<file path="src/rtl/div_unit.sv">
// div_unit: iterative restoring divider for DIV/DIVU (quotient -> LO, remainder -> HI).
// One restoring step per cycle on operand magnitudes, with signs fixed up at the end.
//
// Ports:
//   clk          system clock, rising edge
//   reset        asynchronous active-low reset
//   start        request pulse, sampled only while idle
//   is_signed    1 = signed divide, 0 = unsigned; sampled with start
//   dividend     numerator, sampled with start
//   divisor      denominator, sampled with start
//   busy         high while an operation is in flight
//   done         one-cycle pulse when quotient/remainder are updated
//   div_by_zero  status of the last completed operation
//   quotient     result for LO
//   remainder    result for HI
module div_unit #(
    parameter int WORD_LENGTH = 32
) (
    input  logic                   clk,
    input  logic                   reset,
    input  logic                   start,
    input  logic                   is_signed,
    input  logic [WORD_LENGTH-1:0] dividend,
    input  logic [WORD_LENGTH-1:0] divisor,
    output logic                   busy,
    output logic                   done,
    output logic                   div_by_zero,
    output logic [WORD_LENGTH-1:0] quotient,
    output logic [WORD_LENGTH-1:0] remainder
);
    localparam int W  = WORD_LENGTH;
    localparam int CW = $clog2(W + 1);

    typedef enum logic [1:0] {IDLE, RUN, FINISH} state_t;

    state_t        state;
    logic [W:0]    pr;       // partial remainder
    logic [W-1:0]  dq;       // dividend magnitude shifting out, quotient bits shifting in
    logic [W-1:0]  dm;       // divisor magnitude
    logic [CW-1:0] count;
    logic          neg_q, neg_r, dz;

    // Magnitudes are plain unsigned W-bit values, so 2^(W-1) survives negation.
    logic [W-1:0] mag_a, mag_b;
    assign mag_a = (is_signed && dividend[W-1]) ? -dividend : dividend;
    assign mag_b = (is_signed && divisor[W-1])  ? -divisor  : divisor;

    // One restoring step. pr < dm < 2^W, so the shifted value fits in W+1 bits
    // and bit W+1 of the difference is purely the borrow.
    logic [W+1:0] shifted, diff;
    logic         step_ok;
    assign shifted = {pr, dq[W-1]};
    assign diff    = shifted - {2'b00, dm};
    assign step_ok = ~diff[W+1];

    always_ff @(posedge clk or negedge reset) begin
        if (!reset) begin
            state       <= IDLE;
            pr          <= '0;
            dq          <= '0;
            dm          <= '0;
            count       <= '0;
            neg_q       <= 1'b0;
            neg_r       <= 1'b0;
            dz          <= 1'b0;
            busy        <= 1'b0;
            done        <= 1'b0;
            div_by_zero <= 1'b0;
            quotient    <= '0;
            remainder   <= '0;
        end else begin
            done <= 1'b0;
            case (state)
                IDLE: begin
                    if (start) begin
                        // On divide-by-zero the raw dividend is parked in dq so
                        // it can be returned unmodified as the remainder.
                        dq    <= (divisor == '0) ? dividend : mag_a;
                        dm    <= mag_b;
                        pr    <= '0;
                        count <= '0;
                        neg_q <= is_signed & (dividend[W-1] ^ divisor[W-1]);
                        neg_r <= is_signed & dividend[W-1];
                        dz    <= (divisor == '0);
                        busy  <= 1'b1;
                        state <= (divisor == '0) ? FINISH : RUN;
                    end
                end
                RUN: begin
                    pr    <= step_ok ? diff[W:0] : shifted[W:0];
                    dq    <= {dq[W-2:0], step_ok};
                    count <= count + 1'b1;
                    if (count == CW'(W - 1))
                        state <= FINISH;
                end
                FINISH: begin
                    if (dz) begin
                        quotient  <= '1;
                        remainder <= dq;
                    end else begin
                        quotient  <= neg_q ? -dq : dq;
                        remainder <= neg_r ? -pr[W-1:0] : pr[W-1:0];
                    end
                    div_by_zero <= dz;
                    done        <= 1'b1;
                    busy        <= 1'b0;
                    state       <= IDLE;
                end
                default: state <= IDLE;
            endcase
        end
    end
endmodule
</file>
<file path="config.mk">
export PLATFORM = sky130hd
export DESIGN_NAME = div_unit
export DESIGN_NICKNAME = d
export VERILOG_FILES = /design/src/rtl/div_unit.sv
export SDC_FILE = /design/constraint.sdc
export NUM_CORES = 1
export LEC_CHECK = 0
export CAP_MARGIN = 15
export CORE_MARGIN = 3
export CORE_UTILIZATION = 28
export CTS_BUF_LIST = sky130_fd_sc_hd__clkbuf_16
export DETAILED_ROUTE_END_ITERATION = 8
export DONT_BUFFER_PORTS = 1
export HOLD_SLACK_MARGIN = 0.03
export PLACE_DENSITY_LB_ADDON = 0.05
export SETUP_SLACK_MARGIN = 0.02
export SYNTH_ARGS = -nofsm -noshare
export SYNTH_HDL_FRONTEND = slang
export SYNTH_SLANG_ARGS = --single-unit
</file>
<file path="constraint.sdc">
create_clock -name clk -period 3.3 [get_ports clk]
set_clock_uncertainty 0.1 [all_clocks]
set_input_delay 0.495 -clock clk [delete_from_list [all_inputs] [get_ports clk]]
set_output_delay 0.495 -clock clk [all_outputs]
set_load 0.05 [all_outputs]
</file>
---- After elaboration in Yosys (flattened, before gate mapping) ----
Index checks and enable logic that the tools add are counted.
operators by class
  add/subtract/negate cells ............... 6
  equal/unequal tests ..................... 5
  mux-type cells .......................... 21
  bitwise logic cells ..................... 4
  reduce and logical (&&, ||, !) cells .... 10
operator list
  cell                                                              number
  32-bit 2-to-1 mux                                                 8
  32-bit negation                                                   4
  33-bit 2-to-1 mux                                                 2
  33-bit case mux with 2 select lines                               1
  32-bit case mux with 2 select lines                               1
  34-bit by 32-bit subtractor with 34-bit output                    1
  32-bit logical NOT                                                1
  6-bit case mux with 2 select lines                                1
  2-bit AND reduction                                               4
  6-bit by 1-bit adder with 6-bit output (second input constant)    1
  6-bit by 5-bit == test with 1-bit output (second input constant)  1
  2-bit 2-to-1 mux                                                  3
  6-bit 2-to-1 mux                                                  1
  2-bit != test (second input constant)                             2
  2-bit case mux with 2 select lines                                1
  2-bit nonzero test                                                2
  1-bit AND                                                         2
  2-bit by 1-bit == test with 1-bit output (second input constant)  1
  2-bit == test (second input constant)                             1
  1-bit logical AND                                                 2
  2-bit logical NOT                                                 1
  1-bit 2-to-1 mux                                                  2
  1-bit case mux with 2 select lines                                1
  1-bit inverter                                                    1
  1-bit bitwise XOR                                                 1
word-level totals
  bits in registers ....................... 175
  output and inout port bits .............. 67

---- Logic depth before layout (Yosys ltp) ----
  word-level depth ........................ 5
  mapped depth ............................ 13
  mapped depth without buffers ............ 12

---- Worst setup path before layout ----
No wires, ideal clock.
  path type ............................... reg2reg
  start ................................... register dq[31]
  end ..................................... register pr[32]
  library setup time ...................... 0.136 ns
  data arrival time ....................... 2.994 ns
  data required time ...................... 3.064 ns
  path slack .............................. 0.070 ns
  stages on the path, launching flop included .. 13
  buffers on the path ..................... 0
  clock period less this slack ............ 3.230 ns
  path through ............................ dfrtp_1 inv_1 ha_1 inv_1 fa_1 a211o_1 a211oi_1 o2111ai_1 o211a_1 a211oi_1 or4_1 o21ai_0 or3b_2
on the way
  longest elaborated chain between the ends .. 3
RTL lines
  item                                            RTL line  RTL
  from (decl)                                     38        logic [W-1:0] dq;
  from (signal assigned)                          78        dq <= (divisor == '0) ? dividend : mag_a;
  from (signal assigned)                          91        dq <= {dq[W-2:0], step_ok};
  34-bit by 32-bit subtractor with 34-bit output  53        assign diff = shifted - {2'b00, dm};
  33-bit 2-to-1 mux                               90        pr <= step_ok ? diff[W:0] : shifted[W:0];
  33-bit case mux with 2 select lines             73        case (state)
  to (signal assigned)                            90
  to (decl)                                       37        logic [W:0] pr;
No other way between the ends.
A chain may end at the register's enable or synchronous reset.

---- Worst setup path after layout ----
  start ................................... register dq[9]
  end ..................................... register quotient[30]
on the way
  longest elaborated chain between the ends .. 3
RTL lines
  item                  RTL line  RTL
  32-bit negation       101       quotient <= neg_q ? -dq : dq;
  32-bit 2-to-1 mux     101
  32-bit 2-to-1 mux     97        if (dz) begin
  to (signal assigned)  101
  to (decl)             28        output logic [WORD_LENGTH-1:0] quotient,
No other way between the ends.

==> flow_metrics.env <==
export IMPL_status="finished with violations"
export IMPL_violations="hold timing"
export IMPL_synthFlopType="dfrtp_1"
export IMPL_cts_max_path_buffers=2
export IMPL_worstSetupEndpointType="flop"
export IMPL_h_tree_depth=4
export IMPL_die_w_um=211
export IMPL_powerDensity_nw_per_um2=1210
export IMPL_tritoncts="built"
export IMPL_worstReg2RegStart="dq[9]$_DFFE_PN0P_"
export IMPL_cp_top_family="simple AND/OR/NAND/NOR gates"
export IMPL_overflow=0
export IMPL_pwr_share_seq_pct=33.5
export IMPL_yosys_warnings=0
export IMPL_crit_path_max_fanout=4
export IMPL_drive_gt1_share_pct=12.8
export IMPL_min_path_type="in2async"
export IMPL_grt_usage_pct=19.2
export IMPL_grt_pass1_wl_mm=65.1
export IMPL_grt_pass1_vias=10300
export IMPL_crit_buf_inv=0
export IMPL_swShare_pct=51.4
export IMPL_nFillCells=4473
export IMPL_wl_per_cell_um=21.3
export IMPL_cp_cell_sequence="or3_1 -> or4_4 -> or4_4 -> or4_4 -> o31ai_4 -> nand2_2 -> xnor2_2 -> a21oi_1"
export IMPL_drt_iter0_drc=731
export IMPL_cts_clk_slew_worst_paths_ns=0.08
export IMPL_row_count=74
export IMPL_slew_violations=0
export IMPL_yosysUniqueCellTypes=71
export IMPL_vdd_drop_max_mv=0.620
export IMPL_gp_congestion=0.845
export IMPL_clk_latency_ns=0.46
export IMPL_die_area_um2=44300
export IMPL_critPathLaunch="dq[9]$_DFFE_PN0P_"
export IMPL_drc=0
export IMPL_hold_ws_ns=-0.360
export IMPL_p_total_uw=16500
export IMPL_cts_root_buf="clkbuf_16"
export IMPL_synth_nets=1503
export IMPL_fmax_ghz=0.323
export IMPL_drv_cap=0
export IMPL_synth_edf_count=0
export IMPL_cp_arrival_ns=3.37
export IMPL_start_util_pct=28.5
export IMPL_hold_viol_final=175
export IMPL_avgSynthCellArea_um2=8.39
export IMPL_die_y_um=211
export IMPL_switching_power_uw=8500
export IMPL_worst_pin_slew_ns=0.922
export IMPL_layout_nets=1557
export IMPL_viasPerCell=5.17
export IMPL_intPower_uw=8030
export IMPL_relSlewSlack_pct=38.5
export IMPL_power_frac_clock_pct=12.3
export IMPL_pin_count=135
export IMPL_power_share_combinational_pct=54.2
export IMPL_p_leak_uw=0.00575
export IMPL_core_area_um2=41100
export IMPL_routed_via_count=10300
export IMPL_min_period_ns=3.09
export IMPL_fin_crit_sh_pct=93.7
export IMPL_slowest_delay_ns=0.58
export IMPL_fin_tns_setup_ns=0
export IMPL_antenna_found_initial=1
export IMPL_hpwlAfterDp_mm=33.2
export IMPL_netlist_area_um2=11700
export IMPL_ant_nets=0
export IMPL_wl_mm=42.5
export IMPL_rsz0062_at_grt="false"
export IMPL_portBuffers=0
export IMPL_cp_start_kind="flop"
export IMPL_synth_cells=1397
export IMPL_firstDrtPassIters=5
export IMPL_cts_buffers=17
export IMPL_ys_ff_latch=175
export IMPL_finalSetupViolCount=0
export IMPL_crit_path_top_delay_cell="or4_4"
export IMPL_cts_sinks=175
export IMPL_grt_max_degree=176
export IMPL_critPathKind="reg2reg"
export IMPL_syn2layout_area_growth_pct=16.1
export IMPL_crit_top_cell="or4_4"
export IMPL_cp_required_ns=3.58
export IMPL_async_reset_ff_share_pct=100
export IMPL_yosysSeqAreaShare_pct=37.4
-- registers in the layout, indices dropped and copies added (netlist names) --
| name | cells |
|---|---|
| dq | 32 |
| dm | 32 |
| state | 2 |
| busy | 1 |
| dz | 1 |
| quotient | 32 |
| remainder | 32 |
| neg_q | 1 |
| count | 6 |
| neg_r | 1 |
| pr | 33 |
| done | 1 |
| div_by_zero | 1 |
-- routing by layer --
metal	vias to the layer above	wire, um	track usage, %
li1	5107	-	-
met1	4953	21300	28.6
met2	226	18300	28.5
met3	30	1920	3.11
met4	0	1010	5.89
met5	-	0	0
-- power by group through the flow --
stage / registers, uW / logic (uW) / clock network (uW)
floorplan: 5370 / 5530 / 0
global placement: 5580 / 8910 / 0
detailed placement: 5600 / 8870 / 0
CTS: 5550 / 8920 / 2120
global route: 5700 / 9960 / 2190
finish: 5540 / 8950 / 2030
-- cell families (layout without fill, tap and decap cells) --
family | Yosys count | in the layout | share of synthesized area, %
AO/OA/AOI/OAI | 439 | 439 | 23.0
AND/OR/NAND/NOR | 439 | 439 | 17.7
flip-flops | 175 | 175 | 37.4
XOR/XNOR | 142 | 142 | 10.7
buffers and inverters | 132 | 199 | 4.32
adder cells (fa/ha/maj) | 38 | 38 | 4.12
multiplexers | 32 | 32 | 2.74
other | 0 | 1 | 0
-- cell usage after synthesis, types with 4 or more instances --
library cell / n / share of area (%)
a211oi_1: 6 / 0.38
a21o_1: 15 / 0.96
a21oi_1: 111 / 4.7
a22oi_1: 16 / 1.0
a31oi_1: 7 / 0.37
a32oi_1: 11 / 0.82
and2_1: 8 / 0.43
and3_1: 8 / 0.43
buf_1: 4 / 0.13
clkbuf_1: 70 / 2.2
dfrtp_1: 175 / 37
ha_1: 37 / 4.0
inv_1: 54 / 1.7
mux2i_1: 31 / 2.6
nand2_1: 166 / 5.3
nand2b_1: 10 / 0.53
nand3_1: 26 / 1.1
nand3b_1: 11 / 0.70
nand4_1: 8 / 0.43
nor2_1: 107 / 3.4
nor2b_1: 6 / 0.32
nor3_1: 22 / 0.94
nor4_1: 12 / 0.64
o211a_1: 5 / 0.43
o211ai_1: 9 / 0.58
o21a_1: 5 / 0.32
o21ai_0: 174 / 7.4
o221a_2: 4 / 0.38
o31ai_1: 26 / 1.7
o41ai_1: 12 / 0.90
or2_2: 9 / 0.48
or3_1: 20 / 1.1
or4_1: 10 / 0.64
or4_4: 4 / 0.38
xnor2_1: 59 / 4.4
xor2_1: 82 / 6.1
-- cells in the final DEF, fill, tap and decap left out, drive strengths merged, types with 7 or more instances in the layout --
cell	count
buf	113
nor3	22
o31ai	30
and3	8
xor2	82
or2	9
or4	16
o41ai	13
nand2b	10
nor4	12
dfrtp	175
nand3	26
a21o	15
mux2i	31
and2	8
a32oi	11
xnor2	60
nand4	8
inv	63
ha	37
nand2	167
a22oi	16
or3	21
o211ai	9
clkbuf	17
a31oi	7
nand3b	11
a21oi	111
o21ai	176
nor2	107
-- final timing paths --
path | endpoint | slack, ns | depth (start not counted)
setup / recovery | quotient[30]$_DFFE_PN0P_ | 0.21 | 8
max in group asynchronous | pr[28]$_DFFE_PN0P_ | 3.18 | 0
hold reg to reg | dm[14]$_DFFE_PN0P_ | 0.38 | 2
hold / removal | remainder[14]$_DFFE_PN0P_ | -0.36 | 0
min in group clk | dq[19]$_DFFE_PN0P_ | 0.08 | 2
setup reg to reg | quotient[30]$_DFFE_PN0P_ | 0.21 | 8
-- area by class of cell --
class                   count  area, um2  share of cell area, %
diodes                      1       2.50                 0.0184
clock buffers              17        425                   3.13
clock inverters            15        150                   1.10
inverters                  54        203                   1.49
multi-input cells        1090       6880                   50.5
flip-flops and latches    175       4380                   32.2
well taps                 532        666                   4.89
repair buffers            113        902                   6.63
-- per-stage QoR --
| step | utilization (%) | cells | hold WS [ns] | setup WS, ns | instance area [um2] |
|---|---|---|---|---|---|
| 2_1_floorplan | - | 1397 | 0.0994 | 0.0695 | 11700 |
| 3_3_place_gp | 31.6 | 1964 | 0.109 | 0.0848 | 13000 |
| 3_5_place_dp | 31.6 | 1964 | 0.109 | 0.0406 | 13000 |
| 4_1_cts | 33.0 | 1996 | -0.392 | 0.0237 | 13600 |
| 5_1_grt | 33.1 | 1996 | -0.386 | 0.0194 | 13600 |
| 6_report | 33.1 | 1997 | -0.360 | 0.207 | 13600 |
-- repair_timing --
| item | in CTS | in global routing |
|---|---|---|
| hold endpoints to repair | 175 | 175 |
| resized for setup | 0 | 11 |
| buffers inserted | 0 | 0 |
| endpoints found under the setup margin | 0 | 18 |
No activity file was read; power rests on OpenSTA's default activity.
